$ cat src/rtl/fofb_dma_frame_sched.sv
// Frame scheduler for the BMD TX engine MWr path: one DMA per timeframe into a host ring of slots,
// with watchdog abort, overrun detection and a per-frame write-DMA interrupt.
module fofb_dma_frame_sched #(
    parameter int FRAME_BYTES = 2048,
    parameter int SLOT_W      = 8,
    parameter int TIMEOUT_CYC = 65535
) (
    input  logic              clk,
    input  logic              rst_n,
    input  logic              enable_i,
    input  logic [31:0]       base_addr_i,
    input  logic [SLOT_W-1:0] nslots_i,
    input  logic              timeframe_end_i,
    output logic              mwr_start_o,
    output logic [31:0]       mwr_addr_o,
    input  logic              mwr_done_i,
    output logic              wdma_irq_o,
    output logic [SLOT_W-1:0] slot_idx_o,
    output logic [31:0]       frame_cnt_o,
    output logic              overrun_o,
    output logic              timeout_o,
    input  logic              err_clr_i,
    output logic              busy_o
);
    localparam int FB_SH = $clog2(FRAME_BYTES);
    localparam int WD_W  = $clog2(TIMEOUT_CYC + 1);
    localparam logic [WD_W-1:0] WD_MAX = WD_W'(TIMEOUT_CYC);

    typedef enum logic [1:0] {IDLE, START, WAIT, RELEASE} state_t;

    state_t            state;
    state_t            state_nxt;
    logic              tf_q;
    logic              en_q;
    logic              tf_rise;
    logic              en_rise;
    logic [31:0]       base_q;
    logic [SLOT_W-1:0] depth_q;
    logic [SLOT_W-1:0] depth_m1;
    logic [SLOT_W-1:0] ptr;
    logic [SLOT_W-1:0] ptr_nxt;
    logic [WD_W-1:0]   wd;
    logic              rearm;
    logic              xfer_ok;
    logic              xfer_abort;

    assign tf_rise  = timeframe_end_i & ~tf_q;
    assign en_rise  = enable_i & ~en_q;
    assign depth_m1 = depth_q - SLOT_W'(1);
    assign ptr_nxt  = (ptr == depth_m1) ? '0 : ptr + SLOT_W'(1);

    always_ff @(posedge clk) begin
        if (!rst_n) begin
            state <= IDLE;
        end else begin
            state <= state_nxt;
        end
    end

    always_comb begin
        state_nxt = state;
        case (state)
            IDLE:    if (tf_rise && enable_i) state_nxt = START;
            START:   state_nxt = WAIT;
            WAIT:    if (mwr_done_i || wd == WD_MAX) state_nxt = RELEASE;
            RELEASE: if (!mwr_done_i) state_nxt = IDLE;
            default: state_nxt = IDLE;
        endcase
    end

    // Start is a pure decode of WAIT, so it rises one edge after START and drops on the done/abort edge.
    always_comb begin
        mwr_start_o = (state == WAIT);
        busy_o      = (state != IDLE);
        xfer_ok     = (state == WAIT) && mwr_done_i;
        xfer_abort  = (state == WAIT) && !mwr_done_i && (wd == WD_MAX);
    end

    always_ff @(posedge clk) begin
        if (!rst_n) begin
            tf_q        <= 1'b0;
            en_q        <= 1'b0;
            base_q      <= '0;
            depth_q     <= SLOT_W'(1);
            ptr         <= '0;
            rearm       <= 1'b0;
            wd          <= '0;
            mwr_addr_o  <= '0;
            wdma_irq_o  <= 1'b0;
            slot_idx_o  <= '0;
            frame_cnt_o <= '0;
            overrun_o   <= 1'b0;
            timeout_o   <= 1'b0;
        end else begin
            tf_q       <= timeframe_end_i;
            en_q       <= enable_i;
            wdma_irq_o <= xfer_ok;
            wd         <= (state == WAIT) ? wd + WD_W'(1) : '0;

            if (en_rise) begin
                base_q  <= base_addr_i;
                depth_q <= (nslots_i == '0) ? SLOT_W'(1) : nslots_i;
            end

            if (xfer_ok) begin
                frame_cnt_o <= frame_cnt_o + 32'd1;
                slot_idx_o  <= ptr;
            end

            // A re-enable while the engine holds start must not move the address under it;
            // the ring restart is deferred until that transfer leaves WAIT.
            if (en_rise && state == WAIT) begin
                rearm <= 1'b1;
            end
            if (en_rise && state != WAIT) begin
                ptr        <= '0;
                mwr_addr_o <= base_addr_i;
                rearm      <= 1'b0;
            end else if ((xfer_ok || xfer_abort) && (rearm || en_rise)) begin
                ptr        <= '0;
                mwr_addr_o <= en_rise ? base_addr_i : base_q;
                rearm      <= 1'b0;
            end else if (xfer_ok) begin
                ptr        <= ptr_nxt;
                mwr_addr_o <= base_q + (32'(ptr_nxt) << FB_SH);
            end

            if (tf_rise && state != IDLE) begin
                overrun_o <= 1'b1;
            end else if (err_clr_i) begin
                overrun_o <= 1'b0;
            end

            if (xfer_abort) begin
                timeout_o <= 1'b1;
            end else if (err_clr_i) begin
                timeout_o <= 1'b0;
            end
        end
    end
endmodule

$ cat config.mk
export PLATFORM = sky130hd
export DESIGN_NAME = fofb_dma_frame_sched
export DESIGN_NICKNAME = d
export VERILOG_FILES = /design/src/rtl/fofb_dma_frame_sched.sv
export SDC_FILE = /design/constraint.sdc
export NUM_CORES = 1
export LEC_CHECK = 0
export BUFFER_PORTS_ARGS = -buffer_cell sky130_fd_sc_hd__buf_2
export CAP_MARGIN = 20
export CORE_UTILIZATION = 37
export CTS_CLUSTER_SIZE = 20
export DETAILED_ROUTE_END_ITERATION = 12
export PLACE_DENSITY_LB_ADDON = 0.2
export SLEW_MARGIN = 5
export SYNTH_ARGS = -nofsm -noshare
export SYNTH_HDL_FRONTEND = slang
export SYNTH_SLANG_ARGS = --single-unit
export TNS_END_PERCENT = 100
$ cat constraint.sdc
create_clock -name clk -period 3.4 [get_ports clk]
set_input_delay 0.17 -clock clk [delete_from_list [all_inputs] [get_ports clk]]
set_output_delay 0.17 -clock clk [all_outputs]
set_load 0.02 [all_outputs]
* Yosys cells after proc, flatten, opt, wreduce, memory -nomap -nowiden
Cells that the tools add are included.
** Word-level totals
- Output and inout bits :: 77
- Register bits after elaboration :: 144
- Word-level logic and storage cells :: 67
- Bits of input ports :: 46
** Cells by class
- Equal/unequal tests :: 9
- Add/sub/neg operators :: 5
- Multiplexer cells :: 13
- Bitwise gates (word level) :: 5
- Reduce and logical (&&, ||, !) cells :: 21
** Operators by type and width (number)
- $mux 32 :: 4
- $add 32x1->32 const B :: 1
- $add 32x19->32 :: 1
- $add 16x1->16 const B :: 1
- $eq 16x16->1 const B :: 1
- $mux 8 :: 2
- $add 8x1->8 const B :: 1
- $eq 8x8->1 :: 1
- $logic_and 1x1->1 :: 8
- $logic_not 8->1 :: 1
- $pmux 2 s4 :: 1
- $sub 8x1->8 const B :: 1
- $mux 2 :: 3
- $ne 2x2->1 const B :: 3
- $reduce_bool 2->1 :: 3
- $eq 2x2->1 const B :: 2
- $logic_or 1x1->1 :: 3
- $mux 1 :: 3
- $not 1->1 :: 3
- $reduce_and 3->1 :: 1
- $reduce_bool 3->1 :: 1
- $reduce_or 3->1 :: 1
- $and 1x1->1 :: 2
- $eq 2x1->1 const B :: 1
- 4 further kinds :: 4

* Depth between registers and ports, before layout
Gate-level depths: netlist of the first run.
- Depth after elaboration :: 7
- Mapped depth :: 18
- Mapped depth without buffers :: 16

* Worst setup path after synthesis of the first run
No wires, ideal clock.
- Kind :: reg2reg
- Start point :: register depth_q[0]
- End point :: register mwr_addr_o[27]
- Library setup time :: 0.057 ns
- Path buffers :: 2
- Clock period less this slack :: 3.525 ns
- Slack :: -0.125 ns
- Data required time :: 3.343 ns
- Stages on the path, launching flop included :: 19
- Arrival :: 3.468 ns
- Path through :: dfxtp_1 -> inv_1 -> ha_1 -> xnor3_1 -> nand4_1 -> a31oi_1 -> o2111a_1 -> buf_6 -> nor2_1 -> ha_1 -> inv_1 -> fa_1 -> nand2b_1 -> a21o_1 -> a211o_1 -> clkbuf_1 -> or4_1 -> nand3_1 -> a21o_1
** Between the ends
- Word-level cells in the longest chain between the ends :: 7
** RTL lines
- start, declared :: line 38 : logic [SLOT_W-1:0] depth_q;
- start signal, assigned :: line 102 : depth_q <= (nslots_i == '0) ? SLOT_W'(1) : nslots_i;
- $sub 8x1->8 :: line 49 : assign depth_m1 = depth_q - SLOT_W'(1);
- $eq 8x8->1 :: line 50 : assign ptr_nxt = (ptr == depth_m1) ? '0 : ptr + SLOT_W'(1);
- $mux 8 :: line 50
- net ptr_nxt[0] :: line 41 : logic [SLOT_W-1:0] ptr_nxt;
- $add 32x19->32 :: line 125 : mwr_addr_o <= base_q + (32'(ptr_nxt) << FB_SH);
- $mux 32 :: line 123 : end else if (xfer_ok) begin
- $mux 32 :: line 119 : end else if ((xfer_ok || xfer_abort) && (rearm || en_rise)) begin
- $mux 32 :: line 115 : if (en_rise && state != WAIT) begin
- end signal, assigned :: line 117 : mwr_addr_o <= base_addr_i;
- end signal, assigned :: line 121 : mwr_addr_o <= en_rise ? base_addr_i : base_q;
- end signal, assigned :: line 125
- end, declared :: line 15 : output logic [31:0] mwr_addr_o,
The timed path passes the listed nets, and every way through them passes these cells. The select of a mux whose other input is x is not followed.
A chain may end at the register's enable or synchronous reset.

* Worst setup path after layout of the first run
Ends and elaborated chain as after synthesis.

==> impl_metrics.tcl, run 1 <==
set metrics [dict create \
    fin_util_pct 48.7 \
    yosys_warnings 0 \
    coreArea_sq_um 18800 \
    root_buffer "clkbuf_16" \
    chipWidth_microns 141 \
    fmax_mhz 301 \
    antenna_left 0 \
    pre_cts_ws_ns -0.0595 \
    synthArstFlopShare_pct 0 \
    drt_iter0_markers 395 \
    r2r_end "mwr_addr_o[27]$_SDFFE_PN0P_" \
    cts_tree "built" \
    min_delay_worst_endpoint "en_q$_SDFF_PN0_" \
    syn-mean-instance-area_sq_um 8.07 \
    syn_area_sq_um 7140 \
    hold_viol 0 \
    path_max_fanout 8 \
    grt_util_all_layers_pct 20.6 \
    slew_headroom_pct 29.6 \
    crit_path_start_kind "flop" \
    finalMaxSlewViolations 0 \
    syn-instance-count 885 \
    gp_congestion 0.848 \
    grt_pass1_vias 6178 \
    synthDistinctLibCells 58 \
    diodes 0 \
    fin_nets 1110 \
    synth_nets 948 \
    cts_buffers 17 \
    rows 50 \
    period_needed_ns 3.32 \
    powerDensity_nw_per_um2 510 \
    start_util_pct 37.9 \
    r2r_cells 16 \
    grt_max_degree 57 \
    cp_data_required_time_ns 3.77 \
    htreeDepth 4 \
    antenna_found_initial 1 \
    period_share_pct 97.6 \
    cts.sinks 144 \
    synth-main-ff-cell "dfxtp_1" \
    placedInstanceArea_sq_um 8240 \
    endpoint_kind "flop" \
    dp_hpwl_microns 13900 \
    timing.final.ws_setup_ns 0.0805 \
    path_clk_slew_ns 0.06 \
    cp.arrival_ns 3.69 \
    drc 0 \
    clock_latency_ns 0.43 \
    ir_worst_vdd_uv 460 \
    min_path_type "in -> reg" \
    outcome "finished clean" \
    io_pins 123 \
    synth_edf_count 0 \
    whs_path_depth 2 \
    r2r_start "depth_q[0]$_SDFFE_PN1P_" \
    p_leak_nw 3.85 \
    area_growth_pct 28.5 \
    drive_above_1_share_pct 22.7 \
    hp-start "enable_i" \
    die_area_sq_um 19900 \
    worstSetupPathType "reg -> reg" \
    fin_area_sq_um 9180 \
    rsz0062_at_grt "yes" \
    via_per_inst 5.15 \
    max-cap-violations 0 \
    regToRegSetupSlack_ns 0.08 \
    synth_seq_cells 144 \
    dieHeight_microns 141 \
    routed_wl_microns 20200 \
    cts_buffer_depth 2 \
    grt_overflow 0 \
    wire_per_inst_microns 15.3 \
    clock_skew_ns 0.0101 \
    portBuffers 122 \
    grt_pass1_wl_microns 32300 \
    setup_violations 0 \
    firstDrtPassIters 5 \
    yosysSeqAreaShare_pct 40.4 \
    vias 6792 \
    worstMarginPinSlew_ns 1.06 \
]
through the flow:
| stage | cells | TNS, ns | total power, mW | hold slack [ns] |
|---|---|---|---|---|
| detailed placement | 1262 | -0.150 | 2.81 | 0.411 |
| global placement | 1262 | 0 | 2.81 | 0.408 |
| finish | 1320 | 0 | 4.68 | 0.0177 |
| global route | 1320 | -0.400 | 4.91 | 0.00272 |
| floorplan | 885 | 0 | 2.48 | 0.292 |
| CTS | 1316 | 0 | 4.70 | 0.000414 |
logic make-up after synthesis:
kind of cell	count (synthesis)	share of synthesized area, %
fa+ha+maj	17	3.08
compound gates	204	18.1
buf+inv	67	3.96
xor+xnor	64	8.04
simple gates	378	24.9
mux	11	1.54
flops	144	40.4
sequential cells by signal (all words and copies together) (netlist names):
signal / count
base_q: 32
frame_cnt_o: 32
mwr_addr_o: 32
wd: 16
depth_q: 8
ptr: 8
slot_idx_o: 8
state: 2
en_q: 1
overrun_o: 1
rearm: 1
tf_q: 1
timeout_o: 1
wdma_irq_o: 1
worst max-delay path, stage by stage (launching register included):
cell and delay (ns):
dfxtp_2 0.32, inv_2 0.07, ha_4 0.15, xnor3_1 0.22
nand4_1 0.11, a31oi_2 0.10, o2111a_2 0.31, nor2_2 0.09
ha_2 0.18, inv_2 0.04, fa_2 0.34, nand2b_4 0.15
a21o_1 0.19, a211o_4 0.38, or4_1 0.42, nand3_2 0.09
a21o_1 0.10
power by group:
group          total (mW)  internal [mW]  leakage, nW  switching (mW)
logic               0.943          0.347         2.39           0.596
registers            1.88           1.80         1.17          0.0803
clock network        1.86           1.05        0.283           0.805
worst max-delay path by stage:
| stage | startpoint | endpoint | slack (ns) | cells past startpoint |
|---|---|---|---|---|
| 6_report | depth_q[0]$_SDFFE_PN1P_ | mwr_addr_o[27]$_SDFFE_PN0P_ | 0.08 | 16 |
| 5_1_grt | depth_q[0]$_SDFFE_PN1P_ | mwr_addr_o[21]$_SDFFE_PN0P_ | -0.09 | 16 |
| 3_5_place_dp | depth_q[0]$_SDFFE_PN1P_ | mwr_addr_o[31]$_SDFFE_PN0P_ | -0.06 | 16 |
| 2_1_floorplan | depth_q[0]$_SDFFE_PN1P_ | mwr_addr_o[27]$_SDFFE_PN0P_ | 0.02 | 18 |
| 3_3_place_gp | depth_q[0]$_SDFFE_PN1P_ | mwr_addr_o[31]$_SDFFE_PN0P_ | 0.004 | 16 |
| 4_1_cts | depth_q[0]$_SDFFE_PN1P_ | mwr_addr_o[31]$_SDFFE_PN0P_ | 0.003 | 16 |
cells in the final DEF, fill, tap and decap left out, types with 20 or more instances in the layout:
cell | synthesis | routed
dfxtp_1 | 144 | 141
nand2_1 | 136 | 135
buf_2 | 10 | 122
nor2_1 | 91 | 89
a21oi_1 | 91 | 88
buf_4 | 1 | 48
nand3_1 | 45 | 44
xnor2_1 | 36 | 35
xor2_1 | 27 | 27
dlygate4sd3_1 | 0 | 23
o21ai_0 | 26 | 22
and3_1 | 20 | 20
per-layer routing:
layer  vias up  GRT usage (%)  wire length, microns
met1      3142           28.4                  9940
met5         -              0                    12
met3        17           5.37                  1170
met2       193           31.9                  8880
met4         2           4.86                   189
li1       3438              -                     -
cells in the mapped netlist (14+ instances only):
cell | instances | area share (%)
nor2_1 | 91 | 4.8
clkbuf_1 | 34 | 1.8
nand2_1 | 136 | 7.1
xor2_1 | 27 | 3.3
a21oi_1 | 91 | 6.4
a22oi_1 | 14 | 1.5
o21ai_0 | 26 | 1.8
dfxtp_1 | 144 | 40
and2_1 | 14 | 1.2
inv_1 | 14 | 0.74
xnor2_1 | 36 | 4.4
ha_1 | 16 | 2.8
and3_1 | 20 | 1.8
nand3_1 | 45 | 3.2
repair_timing:
action	in CTS	in global routing
hold buffers	22	1
setup endpoints to repair	6	13
gates resized for setup	9	23
pin swaps	5	14
hold endpoints to repair	26	1
setup buffers	0	3
area by class of cell:
type / instances / area, sq um
Clock buffer: 18 / 439
Clock inverter: 14 / 146
Fill cell: 1882 / 9650
Inverter: 14 / 52.6
Multi-Input combinational cell: 674 / 4090
Sequential cell: 144 / 2890
Tap cell: 260 / 325
Timing Repair Buffer: 196 / 1230
No activity file was read; power rests on OpenSTA's default activity.
==> inputs of run 2 (changes only) <==
Settings changed: SETUP_SLACK_MARGIN from default to 0.3.
==> run 2 against run 1 <==
  * Worst hold slack worse by 0.0092 ns
  * Final area is 3.7% higher
  * Routed wire length grew 1.5%
  * Combinational power rose by 4.5%
  * Clock skew is 0.0011 ns lower
  * Global-route usage about the same
  * Die area unchanged
  * Critical path depth rose by 1
  * Largest power group is now clock
==> impl_metrics.tcl, run 2 (synthesis gave the netlist of run 1 again) <==
set metrics [dict create \
    area_growth_pct 33.3 \
    period_share_pct 98.8 \
    worstSetupPathType "reg -> reg" \
    grt_overflow 0 \
    diodes 0 \
    outcome "finished clean" \
    grt_pass1_wl_microns 32200 \
    fmax_mhz 298 \
    worstMarginPinSlew_ns 1.20 \
    start_util_pct 37.9 \
    fin_area_sq_um 9520 \
    firstDrtPassIters 7 \
    final_common_cell "dfxtp_1" \
    multi_input_area_sq_um 4270 \
    rows 50 \
    regArea_sq_um 2890 \
    coreArea_sq_um 18800 \
    slew_headroom_pct 20.3 \
    final_cell_mix "dfxtp_1, nand2_1, buf_2" \
    drt_iter0_markers 317 \
    routed_wl_microns 20500 \
    min_path_type "in -> reg" \
    cts.sinks 144 \
    path_clk_slew_ns 0.06 \
    cp_data_required_time_ns 3.72 \
    finalMaxSlewViolations 0 \
    cts_buffers 17 \
    path_max_fanout 8 \
    fin_util_pct 50.6 \
    wl_met1_microns 9920 \
    portBuffers 122 \
    powerDensity_nw_per_um2 507 \
    dp_hpwl_microns 13900 \
    wl_met3_microns 1010 \
    tns_ns 0 \
    via_per_inst 5.15 \
    p_leak_nw 3.94 \
    grt_pass1_vias 6305 \
    die_area_sq_um 19900 \
    fillers 1823 \
    crit_path_start_kind "flop" \
    cts_tree "built" \
    placedInstanceArea_sq_um 8250 \
    endpoint_kind "flop" \
    cp.arrival_ns 3.68 \
    chipWidth_microns 141 \
    drc 0 \
    timing.final.ws_setup_ns 0.0403 \
    io_pins 123 \
    cts_buffer_depth 2 \
    largest_registers "base_q: 32 flops, frame_cnt_o: 32 flops, mwr_addr_o: 32 flops" \
    antenna_found_initial 0 \
    fin_nets 1121 \
    grt_max_degree 54 \
    period_needed_ns 3.36 \
    highest_layer "met4" \
    htreeDepth 4 \
    wire_per_inst_microns 15.4 \
    root_buffer "clkbuf_16" \
    drive_above_1_share_pct 25.3 \
    max-cap-violations 0 \
    rsz0062_at_grt "yes" \
    clock_latency_ns 0.43 \
    clock_skew_ns 0.00899 \
    gp_congestion 0.832 \
    hold_viol 0 \
    vias 6850 \
    setup_violations 0 \
    dieHeight_microns 141 \
    wl_met2_microns 9350 \
    ir_worst_vdd_uv 393 \
    grt_util_all_layers_pct 20.6 \
    pre_cts_ws_ns -0.0687 \
    antenna_left 0 \
]
run 2: changes by cell type in the layout (fill, tap and decap cells not counted), sizes merged:
cell and delta:
buf +10, bufinv +2, clkbuf +5, clkinv -2, clkinvlp +1, dlygate4sd3 +1
inv -7
run 2: area by class of cell:
type	count	area share, %
clock buffers	23	5.14
clock inverters	8	1.33
inverters	14	0.578
multi-input cells	674	44.9
flip-flops and latches	144	30.4
well taps	260	3.42
repair buffers	207	14.3
run 2: worst max-delay path: stages (launching register included):
cell	delay (ns)
dfxtp_4	0.34
inv_2	0.06
ha_4	0.16
xnor3_1	0.22
nand4_1	0.12
a31oi_2	0.12
o2111a_2	0.31
nor2_2	0.10
ha_2	0.20
inv_2	0.04
fa_2	0.33
nand2b_4	0.15
a21o_1	0.18
a211o_4	0.38
buf_6	0.14
nor2_4	0.09
nand4_1	0.10
a32o_1	0.23
run 2: final timing paths:
check	from	endpoint	slack (ns)	cells after the start
min	base_addr_i[16]	mwr_addr_o[16]$_SDFFE_PN0P_	0.009	3
max	depth_q[1]$_SDFFE_PN0P_	mwr_addr_o[25]$_SDFFE_PN0P_	0.04	17
max reg2reg	depth_q[1]$_SDFFE_PN0P_	mwr_addr_o[25]$_SDFFE_PN0P_	0.04	17
min reg2reg	slot_idx_o[7]$_SDFFE_PN0P_	slot_idx_o[7]$_SDFFE_PN0P_	0.45	2
run 2: power by group:
group / total, mW / internal [mW] / leakage [nW] / switching [mW]
clock: 1.97 / 1.23 / 0.291 / 0.732
combinational: 0.985 / 0.374 / 2.48 / 0.611
sequential: 1.88 / 1.80 / 1.17 / 0.0795
total: 4.83 / 3.40 / 3.94 / 1.42
run 2: metrics by stage:
stage | cells | hold WS [ns] | total power [mW]
6_report | 1330 | 0.00853 | 4.83
5_1_grt | 1330 | 0.00494 | 5.03
4_1_cts | 1321 | 0.00110 | 4.82
3_5_place_dp | 1259 | 0.418 | 2.81
3_3_place_gp | 1259 | 0.421 | 2.80
2_1_floorplan | 885 | 0.292 | 2.48
run 2: per-layer routing:
| metal | global-route usage [%] | up-vias |
|---|---|---|
| met2 | 33.4 | 180 |
| met3 | 4.42 | 15 |
| met5 | 0 | - |
| met1 | 27.3 | 3208 |
| li1 | - | 3447 |
| met4 | 6.35 | 0 |
run 2: what timing repair did:
item                                    CTS  global route
hold buffers                             24             0
endpoints found under the setup margin   14            17
hold endpoints to repair                 32             0
gates resized for setup                   9            53
buffers inserted                          7             9
pin swaps                                 9            29
